**src/rtl/mem_access_unit.sv**
```systemverilog
// Memory-stage load/store controller: one aligned 64-bit req/ack bus access per
// instruction, pipeline stall while busy, zero-extended load writeback, fault flagging.
module mem_access_unit #(
  parameter int unsigned BUS_AW = 64
) (
  input  logic              clk,
  input  logic              rst,
  input  logic              ex_valid,
  input  logic              mem_read,
  input  logic              mem_write,
  input  logic [1:0]        size,
  input  logic [63:0]       addr,
  input  logic [63:0]       wdata,
  output logic              stall,
  output logic              wb_valid,
  output logic [63:0]       wb_data,
  output logic              mem_fault,
  output logic              bus_req,
  output logic              bus_we,
  output logic [BUS_AW-1:0] bus_addr,
  output logic [63:0]       bus_wdata,
  output logic [7:0]        bus_wstrb,
  input  logic              bus_ack,
  input  logic              bus_err,
  input  logic [63:0]       bus_rdata
);

  localparam int unsigned DW = 64;
  localparam int unsigned SW = 8;

  typedef enum logic [1:0] {IDLE, REQ, DONE} state_t;

  state_t            state, state_next;
  logic              accept, illegal;
  logic              bus_req_n, bus_we_n, wb_valid_n, mem_fault_n;
  logic [BUS_AW-1:0] bus_addr_n;
  logic [DW-1:0]     bus_wdata_n, wb_data_n;
  logic [SW-1:0]     bus_wstrb_n;
  logic              is_load, is_load_n;
  logic [2:0]        off_q, off_n;
  logic [1:0]        size_q, size_n;

  // Data mask covering the low 8*2^sz bits.
  function automatic logic [DW-1:0] lane_mask(input logic [1:0] sz);
    case (sz)
      2'd0:    lane_mask = 64'h0000_0000_0000_00FF;
      2'd1:    lane_mask = 64'h0000_0000_0000_FFFF;
      2'd2:    lane_mask = 64'h0000_0000_FFFF_FFFF;
      default: lane_mask = 64'hFFFF_FFFF_FFFF_FFFF;
    endcase
  endfunction

  function automatic logic [SW-1:0] strb_base(input logic [1:0] sz);
    case (sz)
      2'd0:    strb_base = 8'h01;
      2'd1:    strb_base = 8'h03;
      2'd2:    strb_base = 8'h0F;
      default: strb_base = 8'hFF;
    endcase
  endfunction

  function automatic logic misaligned(input logic [1:0] sz, input logic [2:0] lo);
    case (sz)
      2'd0:    misaligned = 1'b0;
      2'd1:    misaligned = lo[0];
      2'd2:    misaligned = |lo[1:0];
      default: misaligned = |lo;
    endcase
  endfunction

  assign accept  = (state == IDLE) && ex_valid && (mem_read || mem_write);
  assign illegal = misaligned(size, addr[2:0]) || (mem_read && mem_write);
  assign stall   = accept || (state == REQ);

  // Next-state and next-value logic for all registered outputs.
  always_comb begin
    state_next  = state;
    bus_req_n   = bus_req;
    bus_we_n    = bus_we;
    bus_addr_n  = bus_addr;
    bus_wdata_n = bus_wdata;
    bus_wstrb_n = bus_wstrb;
    wb_data_n   = wb_data;
    wb_valid_n  = 1'b0;
    mem_fault_n = 1'b0;
    is_load_n   = is_load;
    off_n       = off_q;
    size_n      = size_q;
    case (state)
      IDLE: begin
        if (accept) begin
          if (illegal) begin
            state_next  = DONE;
            mem_fault_n = 1'b1;
          end else begin
            state_next  = REQ;
            bus_req_n   = 1'b1;
            bus_we_n    = mem_write;
            bus_addr_n  = BUS_AW'({addr[63:3], 3'b000});
            bus_wdata_n = mem_write ? DW'((wdata & lane_mask(size)) << {addr[2:0], 3'b000})
                                    : '0;
            bus_wstrb_n = mem_write ? SW'(strb_base(size) << addr[2:0]) : '0;
            is_load_n   = mem_read;
            off_n       = addr[2:0];
            size_n      = size;
          end
        end
      end
      REQ: begin
        if (bus_ack) begin
          state_next  = DONE;
          bus_req_n   = 1'b0;
          mem_fault_n = bus_err;
          if (is_load && !bus_err) begin
            wb_valid_n = 1'b1;
            wb_data_n  = (bus_rdata >> {off_q, 3'b000}) & lane_mask(size_q);
          end
        end
      end
      DONE:    state_next = IDLE;
      default: state_next = IDLE;
    endcase
  end

  always_ff @(posedge clk or posedge rst) begin
    if (rst) begin
      state     <= IDLE;
      bus_req   <= 1'b0;
      bus_we    <= 1'b0;
      bus_addr  <= '0;
      bus_wdata <= '0;
      bus_wstrb <= '0;
      wb_data   <= '0;
      wb_valid  <= 1'b0;
      mem_fault <= 1'b0;
      is_load   <= 1'b0;
      off_q     <= '0;
      size_q    <= '0;
    end else begin
      state     <= state_next;
      bus_req   <= bus_req_n;
      bus_we    <= bus_we_n;
      bus_addr  <= bus_addr_n;
      bus_wdata <= bus_wdata_n;
      bus_wstrb <= bus_wstrb_n;
      wb_data   <= wb_data_n;
      wb_valid  <= wb_valid_n;
      mem_fault <= mem_fault_n;
      is_load   <= is_load_n;
      off_q     <= off_n;
      size_q    <= size_n;
    end
  end

endmodule
```
**config.mk**
```make
export PLATFORM = sky130hd
export DESIGN_NAME = mem_access_unit
export DESIGN_NICKNAME = d
export VERILOG_FILES = /design/src/rtl/mem_access_unit.sv
export SDC_FILE = /design/constraint.sdc
export NUM_CORES = 1
export LEC_CHECK = 0
export CORE_ASPECT_RATIO = 0.6
export CORE_MARGIN = 8
export CORE_UTILIZATION = 64
export DETAILED_ROUTE_END_ITERATION = 10
export DONT_BUFFER_PORTS = 1
export PLACE_DENSITY_LB_ADDON = 0.05
export SYNTH_ARGS = -nofsm -noshare
export SYNTH_HDL_FRONTEND = slang
export SYNTH_SLANG_ARGS = --single-unit
```
**constraint.sdc**
```tcl
create_clock -name clk -period 15.8 [get_ports clk]
set_input_delay 2.37 -clock clk [delete_from_list [all_inputs] [get_ports clk]]
set_output_delay 2.37 -clock clk [all_outputs]
set_load 0.01 [all_outputs]
```
# Word-level counts from Yosys, hierarchy flattened
# Cells that the tools add are included.
# totals
romBits	0
latch_bits	0
mem_count	0
reg_bits	209
ram_bits	0
input_bits	201
elab_cells	74
# classes
shifts	3
mux	30
eq_ne	8
div	0
multipliers	0
addsub	0
n_reduce_logical	18
bitwise	3
magnitude_cmp	0
# op_table
cell	n
$mux W64	7
$pmux W64 S3	2
$and A64 B64 Y64	2
$shl A64 B6 Y64	1
$shr A64 B6 Y64	1
$mux W8	4
$pmux W8 S3	1
$mux W1	9
$shl A8 B3 Y8	1
$eq A2 B1 Y1 const B	3
$logic_not A2 Y1	3
$mux W2	3
$ne A2 B2 Y1 const B	3
$reduce_and A3 Y1	2
$eq A2 B2 Y1 const B	2
$logic_and A1 B1 Y1	4
$pmux W1 S2	2
$pmux W2 S2	1
$reduce_and A4 Y1	1
$logic_or A1 B1 Y1	3
$pmux W1 S3	1
$reduce_or A3 Y1	1
$reduce_and A2 Y1	1
$reduce_bool A2 Y1	1
other kinds (3)	3

# Longest topological paths before layout
# logic_depth
word_depth	9
mapped_depth	9
mapped_depth_nobuf	6

# Least setup slack after synthesis
# Ideal clock, no wire load.
# synth_timing
kind	input port to output port
startpoint	input mem_write
endpoint	output stall
path_stages	3
setup_slack_ns	10.460
arrival_ns	2.970
cell_sequence	clkbuf_1 -> o21ai_0 -> a21oi_1
# synth_via
elab_chain_len	3
# synth_lines
item	line_no	rtl
from (decl)	10	input logic mem_write,
$logic_or A1 B1 Y1	71	assign accept = (state == IDLE) && ex_valid && (mem_read || mem_write);
$logic_and A1 B1 Y1	71	
$logic_or A1 B1 Y1	73	assign stall = accept || (state == REQ);
to (decl)	14	output logic stall,
# Every way passes these cells.

# Final worst setup path
# Ends and elaborated chain as after synthesis.

==> metrics.md <==
| Metric | Value |
|---|---|
| Outcome | `finished clean` |
| CTS H-tree lvls | `1` |
| Fmax | `196.8 MHz` |
| Antenna violations before repair | `0` |
| Max Cap Viol | `0` |
| Fin crit share | `0.3216` |
| Synth top area share | `0.4828` |
| Dpl hpwl | `27400 um` |
| Post CTS Setup Buffer Count | `0` |
| Post-cts resize count | `0` |
| Post-synth top area cell | `dfrtp_1` |
| Num ports | `406` |
| CP top delay family | `compound AO/OA/AOI/OAI gates` |
| Nets | `1327` |
| Via count | `9161` |
| WP data required | `13430 ps` |
| Post-Synthesis Cells | `1186` |
| YS warnings | `0` |
| Fin Setup TNS | `0 ps` |
| Cts hold-fix bufs | `0` |
| Clk_lat worst skew | `500 ps` |
| Filler cell count | `1317` |
| DR iter-0 viols | `1312` |
| Final min period | `5081 ps` |
| Post-synthesis async set-or-reset flop share | `1.000` |
| CTS buffer count | `20` |
| Max-slew violation count | `0` |
| Die Ht | `116.8 um` |
| Synth top area cells | `dfrtp_1 (48%), nand2_1 (13%), mux2i_1 (8.0%), o21ai_0 (3.3%), a22o_1 (2.7%)` |
| First-pass GRT wire length | `53990 um` |
| Pleak | `5.326 nW` |
| Routed length per instance | `26.85 um` |
| Post-route cell area | `0.01143 sq mm` |
| Most used DFF post-synth | `dfrtp_1` |
| Most frequent cells after synthesis | `nand2_1 (374), dfrtp_1 (209), mux2i_1 (87)` |
| Ant. Diodes | `0` |
| Pwr dens | `151.7 mW/mm^2` |
| Slew Limit Headroom | `0.1956` |
| Final setup fails | `0` |
| Die Span X | `184.0 um` |
| Hold depth | `2` |
| Hold Crit Class | `reg2reg` |
| Core Region | `0.01640 sq mm` |
| Synth cell types | `49` |
| Crit path launch type | `primary input` |
| Top-count cell post-synth | `nand2_1` |
| Detailed-route DRC error count | `0` |
| Worst setup path category | `in2out` |
| Area grow syn2layout | `5.521%` |
| Die area | `0.02148 sq mm` |
| Initial Util | `0.6607` |
| Worst Path Buf+Inv | `0` |
| Post-synth EDFFs | `0` |
| Hold Path End | `is_load` |
| Non-Filler Instances | `1367` |
| CTS tree | `built` |
| Total GRT Usage | `0.3275` |
| Max Root-Sink Buffers | `3` |
| Root buf cell | `clkbuf_16` |
| Reg2Reg Launch Point | `state[1]` |
| Final ANT Viol Nets | `0` |
| # clock sinks | `209` |
| Vias per inst | `6.702` |
| CP max FO | `30` |
| Worst-path clk slew | `60 ps` |
| CP Data Arrival Time | `2710 ps` |
| Critical Path, Cell by Cell | `o21ai_0 > a21oi_1` |
| Placed insts | `1332` |
| Final wirelength | `36700 um` |
| Reg-to-reg slack, setup | `12660 ps` |
| Post-route clock skew | `13.83 ps` |
| Total grt overflow | `0` |
| Cell Area, Placed | `0.01078 sq mm` |
| Startpoint of the worst hold path | `is_load` |
| Worst Setup End Kind | `output pin` |
| FF-to-FF End | `bus_wdata[47]` |
| Crit-path slowest cell | `a21oi_1` |
| IO Port Bufs | `0` |
| Share of layout cells above drive strength 1 | `0.06409` |
| Mean Syn Cell Area | `9.134 sq um` |
| FF+latch count, synth | `209` |
| R2R depth | `6` |
| RSZ-0062 raised after global routing | `no` |
| Largest net degree at the start of global routing | `138` |
| Post-synthesis sequential area ratio | `0.4828` |
| Vias in the first global route | `8523` |
| Max incr delay on CP | `270 ps` |
| Final hold vios | `0` |
| Worst VDD drop | `0.08969 mV` |
| Synthesized area | `0.01083 sq mm` |
| RePlAce Congestion | `0.9972` |
| Place WS | `10730 ps` |
| DRT Pass-1 Iters | `5` |
| Final WS setup | `10720 ps` |
| Worst-Margin Slew | `1197 ps` |
| FP Rows | `36` |
[worst max path at each step]
stage,startpoint,endpoint,slack [ps],depth (start not counted)
4_1_cts,mem_write,stall,10720,2
2_1_floorplan,rst,bus_addr[10],7720,1
5_1_grt,mem_write,stall,10690,2
6_report,mem_write,stall,10720,2
3_5_place_dp,mem_write,stall,10730,2
3_3_place_gp,mem_write,stall,10720,2
[area by class of cell]
cell class                 count  area, sq um  area share
sequential                   209         5234      0.4579
multi-input combinational    879         5170      0.4523
clock buffer                  29        574.3     0.05024
tap                          228        285.3     0.02496
clock inverter                 6        73.82    0.006458
timing repair buffer           7        52.55    0.004597
inverter                       9        41.29    0.003612
[cell families (layout without fill, tap and decap cells)]
kind of cell | Yosys count | after routing | synth area share
XOR/XNOR | 1 | 1 | 0.0008086
adder cells (fa/ha/maj) | 1 | 1 | 0.0009240
AO/OA/AOI/OAI | 291 | 291 | 0.1862
flip-flops | 209 | 209 | 0.4828
multiplexers | 105 | 105 | 0.1085
other | 1 | 3 | 0.0003462
buffers and inverters | 100 | 51 | 0.04169
AND/OR/NAND/NOR | 478 | 478 | 0.1788
[placed cells by master, fill, tap and decap left out, types with 20 or more instances in the layout]
cell type	netlist	final
a211oi_1	23	23
a21oi_1	37	37
a221oi_1	23	23
a22o_1	33	33
clkbuf_16	0	20
dfrtp_1	209	208
mux2i_1	87	87
nand2_1	374	374
nor2_1	50	50
o21ai_0	72	72
o31ai_1	30	30
[layer usage]
layer / up-vias / part of all wire / wire, um / track usage
met3: 86 / 0.15 / 5538 / 0.1387
met1: 4390 / 0.37 / 13740 / 0.4319
met5: - / 0 / 0 / 0
met2: 640 / 0.44 / 16200 / 0.4885
li1: 4045 / - / - / -
met4: 0 / 0.033 / 1221 / 0.09738
[flip-flops by register name, summed over array words and instances, names as in the netlist]
name	cells
bus_req	1
off_q	3
state	2
size_q	2
is_load	1
mem_fault	1
bus_wstrb	8
bus_we	1
wb_valid	1
bus_wdata	64
bus_addr	61
wb_data	64
[stage by stage]
step           hold WS (ps)  utilization  total power (W)
2_1_floorplan         445.8            -         0.001137
3_3_place_gp          465.2       0.6577         0.001253
3_5_place_dp          466.6       0.6577         0.001266
4_1_cts               482.1       0.6972         0.001738
5_1_grt               509.6       0.6972         0.001825
6_report              479.6       0.6972         0.001734
[report_power, final]
| part | switching, W | internal [W] | total, W |
|---|---|---|---|
| Sequential | 0.000209 | 0.000660 | 0.000868 |
| Clock | 0.000203 | 0.000271 | 0.000474 |
| Combinational | 0.000228 | 0.000163 | 0.000392 |
| Total | 0.000640 | 0.00109 | 0.00173 |
Note: power is estimated with default switching activity, not from simulation.
